$ cat src/rtl/dmem_pkg.sv
// ---------------------------------------------------------------------------
// dmem_pkg
// Shared definitions for the data_memory block: default geometry, the word
// type, the reset word, and the single address-decode function that yields
// both the word index and the in-range flag.
// ---------------------------------------------------------------------------
package dmem_pkg;

  localparam int unsigned DMEM_DATA_W = 32;
  localparam int unsigned DMEM_DEPTH  = 64;

  typedef logic [DMEM_DATA_W-1:0] word_t;

  localparam word_t WORD_RST = '0;

  typedef struct packed {
    logic        in_range;
    logic [31:0] idx;
  } dmem_dec_t;

  // Byte address -> word index (low two bits dropped, masked to idx_w bits).
  // With bounds_en clear every address is in range and the index wraps;
  // with it set, any nonzero bit above the index field marks it out of range.
  function automatic dmem_dec_t dmem_decode(input logic [63:0] addr,
                                            input int unsigned idx_w,
                                            input logic bounds_en);
    dmem_dec_t   dec;
    logic [63:0] word_addr;
    logic [63:0] mask;
    word_addr    = addr >> 2;
    mask         = (64'd1 << idx_w) - 64'd1;
    dec.idx      = 32'(word_addr & mask);
    dec.in_range = !bounds_en || ((word_addr & ~mask) == 64'd0);
    return dec;
  endfunction

endpackage

$ cat src/rtl/data_memory.sv
// ---------------------------------------------------------------------------
// data_memory
// Word-addressable data RAM for the core's load/store path. One
// combinational read port and one synchronous write port share a single
// byte address. A synchronous active-low reset clears the whole array and
// wins over a simultaneous write.
//
// Ports:
//   clk       - clock, all state changes on the rising edge
//   rst       - synchronous active-low reset
//   MemWrite  - write enable, sampled at the rising edge
//   A         - byte address (A[1:0] ignored)
//   WD        - write data
//   RD        - combinational read data for the word at A
//
// Build option DMEM_BOUNDS_CHECK_EN: when defined, addresses with any bit
// set above the index field are out of range (writes ignored, reads 0).
// When undefined, upper address bits are ignored and the index wraps.
// ---------------------------------------------------------------------------
module data_memory
  import dmem_pkg::*;
#(
  parameter int unsigned DATA_W = DMEM_DATA_W,
  parameter int unsigned DEPTH  = DMEM_DEPTH,
  parameter int unsigned ADDR_W = 32
) (
  input  logic              clk,
  input  logic              rst,
  input  logic              MemWrite,
  input  logic [ADDR_W-1:0] A,
  input  logic [DATA_W-1:0] WD,
  output logic [DATA_W-1:0] RD
);

  localparam int unsigned IDX_W = $clog2(DEPTH);

`ifdef DMEM_BOUNDS_CHECK_EN
  localparam logic BOUNDS_EN = 1'b1;
`else
  localparam logic BOUNDS_EN = 1'b0;
`endif

  logic [DATA_W-1:0] mem_q [DEPTH];
  dmem_dec_t         dec;
  logic [IDX_W-1:0]  idx;

  always_comb begin
    dec = dmem_decode(64'(A), IDX_W, BOUNDS_EN);
    idx = dec.idx[IDX_W-1:0];
  end

  always_ff @(posedge clk) begin
    if (!rst) begin
      for (int i = 0; i < int'(DEPTH); i++) begin
        mem_q[i] <= DATA_W'(WORD_RST);
      end
    end else if (MemWrite && dec.in_range) begin
      mem_q[idx] <= WD;
    end
  end

  always_comb begin
    RD = '0;
    if (dec.in_range) begin
      RD = mem_q[idx];
    end
  end

endmodule

$ cat config.mk
export PLATFORM = sky130hd
export DESIGN_NAME = data_memory
export DESIGN_NICKNAME = d
export VERILOG_FILES = /design/src/rtl/dmem_pkg.sv /design/src/rtl/data_memory.sv
export SDC_FILE = /design/constraint.sdc
export NUM_CORES = 2
export LEC_CHECK = 0
export BUFFER_PORTS_ARGS = -buffer_cell sky130_fd_sc_hd__buf_2
export CORE_MARGIN = 1
export CORE_UTILIZATION = 30
export CTS_CLUSTER_DIAMETER = 50
export DETAILED_ROUTE_END_ITERATION = 7
export PLACE_DENSITY = 0.48
export REMOVE_ABC_BUFFERS = 1
export SYNTH_ARGS = -nofsm -noshare
export SYNTH_HDL_FRONTEND = slang
export SYNTH_SLANG_ARGS = --single-unit
$ cat constraint.sdc
create_clock -name clk -period 6.6 [get_ports clk]
set_input_delay 0.66 -clock clk [delete_from_list [all_inputs] [get_ports clk]]
set_output_delay 0.66 -clock clk [all_outputs]
set_load 0.02 [all_outputs]
; Word-level counts from Yosys, hierarchy flattened
; Memory sizes are Yosys's and may differ from the RTL's.
; Cells that the tools add are included.
; W data, S select, Z words.
[word_totals]
regBits = 0
out_inout_bits = 32
elab_cells = 9
ramBits = 2048
mem_count = 1
input_bits = 67
[mem_list]
columns = memory, words, word_bits, rd, rd_ports_with_merged_regs, write_ports, line_no
row1 = mem_q, 64, 32, 1, 0, 64, data_memory.sv:43  ; logic [DATA_W-1:0] mem_q [DEPTH];
[op_classes]
muxes = 7
n_reduce_logical = 1
[op_table]
columns = op, count
row1 = $mux W32, 1
row2 = $reduce_or A32 Y1, 1
row3 = $mux W6, 1
row4 = $mux W1, 5

; Logic depth before layout (Yosys ltp)
[logic_depth]
ltp_word = 5
mapped_depth = 10
depth_no_buf = 5

; Worst setup path before layout
; OpenSTA, ideal clock, no wires.
[synth_path]
path_kind = input -> register
startpoint = input A[6]
endpoint = memory mem_q[12][0] (netlist bit), enable pin
setup_time_ps = 466
path_buffers = 3
t_arrival_ps = 3951
required_ps = 6134
stages = 5
slack_ps = 2183
path_cell_list = buf_2 or3b_2 clkbuf_1 clkbuf_1 o21ai_0
[synth_lines]
columns = element, line_no
row1 = start: declaration, data_memory.sv:30  ; input logic [ADDR_W-1:0] A,
row2 = end: declaration, data_memory.sv:43

; Worst setup path in the final report
[layout_path]
startpoint = input A[2]
endpoint = output RD[25]
[layout_between]
elab_chain_len = 1
[layout_rtl]
columns = element, line_no
row1 = $mem_v2 Z64 W32, --
row2 = end: declaration, data_memory.sv:32  ; output logic [DATA_W-1:0] RD
; No other way between the ends.

==> flow_metrics.env <==
export IMPL_outcome="complete, but fails checks"
export IMPL_violations="design-rule violations"
export IMPL_setup_viol_count_final=0
export IMPL_io_pins=99
export IMPL_synthTopCellsByCount="2052 x and2_1, 2048 x edfxtp_1, 626 x clkbuf_1"
export IMPL_p_leak_nw=36.4
export IMPL_grt_pass1_wl_um=472000
export IMPL_period_minus_slack_ns=5.31
export IMPL_cts_root_buf="clkbuf_16"
export IMPL_total_power_w=0.0320
export IMPL_pre_cts_ws_ns=1.33
export IMPL_timing_final_crit_share_pct=80.4
export IMPL_cts_resized=0
export IMPL_synth_top_cells_by_area="edfxtp_1 66%, and2_1 14%, a221oi_1 3.9%"
export IMPL_crit_required_ns=5.94
export IMPL_gp_congestion=0.837
export IMPL_cp_max_fo=60
export IMPL_cts_tree="yes"
export IMPL_regMostFlops="mem_q"
export IMPL_drive_gt1_share_pct=16.4
export IMPL_synth_top_area_cell="edfxtp_1"
export IMPL_initialDrtViolationCount=7045
export IMPL_hold_depth=2
export IMPL_ys_seq_area_share_pct=65.9
export IMPL_start_kind="input port"
export IMPL_hp_class="in -> reg"
export IMPL_io_buffers=72
export IMPL_largest_register_ffs=2048
export IMPL_path_class="in -> out"
export IMPL_synthArstFlopShare_pct=0
export IMPL_htreeDepth=5
export IMPL_drc=9
export IMPL_endpoint_kind="output port"
export IMPL_die_area_mm2=0.313
export IMPL_powerDensity_mw_per_mm2=296
export IMPL_grt_usage_pct=21.2
export IMPL_clk_pin_slew_ns=0.05
export IMPL_synth_seq_cells=2048
export IMPL_vias=59700
export IMPL_dpl_hpwl_um=201000
export IMPL_netlist_area_mm2=0.0933
export IMPL_cp_arrival_ns=4.65
export IMPL_syn_avg_cell_area_um2=13.5
export IMPL_clock_sinks=2048
export IMPL_setup_ws_ns=1.29
export IMPL_grt_pass1_vias=58500
export IMPL_grt_max_degree=155
export IMPL_initial_utilization_pct=30.2
export IMPL_rows=204
export IMPL_synth_cells=6913
export IMPL_drv_cap=0
export IMPL_synth_flop_cell="edfxtp_1"
export IMPL_final_hold_viol_count=0
export IMPL_cts_made_buffers=271
export IMPL_die_width_um=560
export IMPL_whs_endpoint="mem_q[1][12]"
export IMPL_drv_slew=0
export IMPL_area_growth_synth_to_final_pct=15.8
export IMPL_antenna_left=0
export IMPL_synth_warnings=0
export IMPL_peakVddDrop_uv=215
export IMPL_wl_um=340000
export IMPL_relSlewSlack_pct=11.7
export IMPL_drt_wirelength_per_cell_um=30.6
export IMPL_clockBufferDepth=4
export IMPL_dr_pass1_iters=8
export IMPL_vias_per_cell=5.36
export IMPL_antenna_found_initial=30
export IMPL_yosysUniqueCellTypes=63
export IMPL_synth_edff_count=2048
export IMPL_synth_top_area_share_pct=65.9
export IMPL_yosys_cell_count_top_type="and2_1"
export IMPL_final_nets=6848
export IMPL_worst_pin_slew_ns=1.32
export IMPL_min_from="WD[12]"
export IMPL_core_mm2=0.309
export IMPL_fmax_ghz=0.188
export IMPL_setup_tns_ns=0
export IMPL_reg_top3="mem_q x2048"
export IMPL_cts_setup_buffers=0
export IMPL_hold_buffers=0
export IMPL_chipHeight_um=560
export IMPL_rsz0062_at_grt="no"
export IMPL_overflow=0
==> worst max-delay path by stage <==
stage	endpoint	depth (start not counted)	slack, ns	start
floorplan	mem_q[53][0]	3	-2.59	A[3]
global placement	mem_q[0][4]	7	1.37	A[2]
detailed placement	mem_q[0][4]	7	1.33	A[2]
CTS	RD[23]	10	1.35	A[4]
global route	RD[23]	10	1.33	A[4]
finish	RD[25]	10	1.29	A[2]
==> metal layers <==
metal / vias up / share of wire [%] / global-route usage (%)
met3: 453 / 7.7 / 3.68
met4: 10 / 3.4 / 7.17
met1: 31300 / 42 / 28.5
li1: 25500 / - / -
met2: 2378 / 47 / 34.5
met5: - / 0.019 / 0
==> cell families (layout without fill, tap and decap cells) <==
family | Yosys count | after routing | share of synthesized area, %
other | 0 | 23 | 0
AOI/OAI and AO/OA | 1096 | 1096 | 8.73
muxes | 292 | 292 | 4.41
and+or+nand+nor | 2680 | 2680 | 17.6
buffers and inverters | 797 | 867 | 3.38
DFF | 2048 | 2048 | 65.9
==> through the flow <==
stage	area (um^2)	utilization (%)	hold WS (ns)	instances
detailed placement	99400	32.2	1.06	10600
global route	108000	35.0	0.226	11100
finish	108000	35.0	0.224	11100
global placement	99400	32.2	1.07	10600
CTS	108000	35.0	0.201	11100
floorplan	90200	-	0.858	6119
==> critical path, stage by stage <==
cell,delay (ns)
buf_8,0.47
nor2b_4,1.01
buf_4,0.48
buf_4,0.26
a22oi_1,0.10
o22ai_1,0.54
nor4_1,0.15
buf_4,0.23
nand4_1,0.20
buf_2,0.20
==> placed cells by master, fill, tap and decap left out, types with 23 or more instances in the layout <==
master / n
nand3_1: 24
o22ai_1: 91
diode_2: 23
nand2_1: 97
edfxtp_1: 2048
a21oi_1: 48
nand4_1: 32
mux2i_1: 97
o2111ai_1: 26
mux2_2: 111
nand3b_1: 59
buf_2: 65
clkbuf_16: 277
o21ai_4: 62
clkinv_1: 52
clkbuf_1: 36
nor2_1: 26
nor2_2: 53
nor3_1: 71
clkinv_2: 33
and3_1: 80
and2_1: 2049
mux4_2: 84
a31oi_1: 27
nor3b_1: 93
buf_4: 306
a22oi_1: 157
a21o_1: 26
a221oi_1: 416
o21ai_0: 127
==> power by group <==
| group | total, W | switching, W | internal [W] |
|---|---|---|---|
| clock network | 0.0145 | 0.00588 | 0.00859 |
| registers | 0.0151 | 0.000172 | 0.0150 |
| logic | 0.00245 | 0.00180 | 0.000642 |
| total | 0.0320 | 0.00785 | 0.0242 |
==> cell type report <==
type	instances	area, um^2
Fill cell	29700	201000
Sequential cell	2048	61500
Multi-Input combinational cell	4068	29800
Clock buffer	313	7070
Tap cell	4120	5150
Timing Repair Buffer	389	2960
Clock inverter	162	1570
Antenna cell	23	57.6
Inverter	3	18.8
Power figures use the tool's default switching activity.
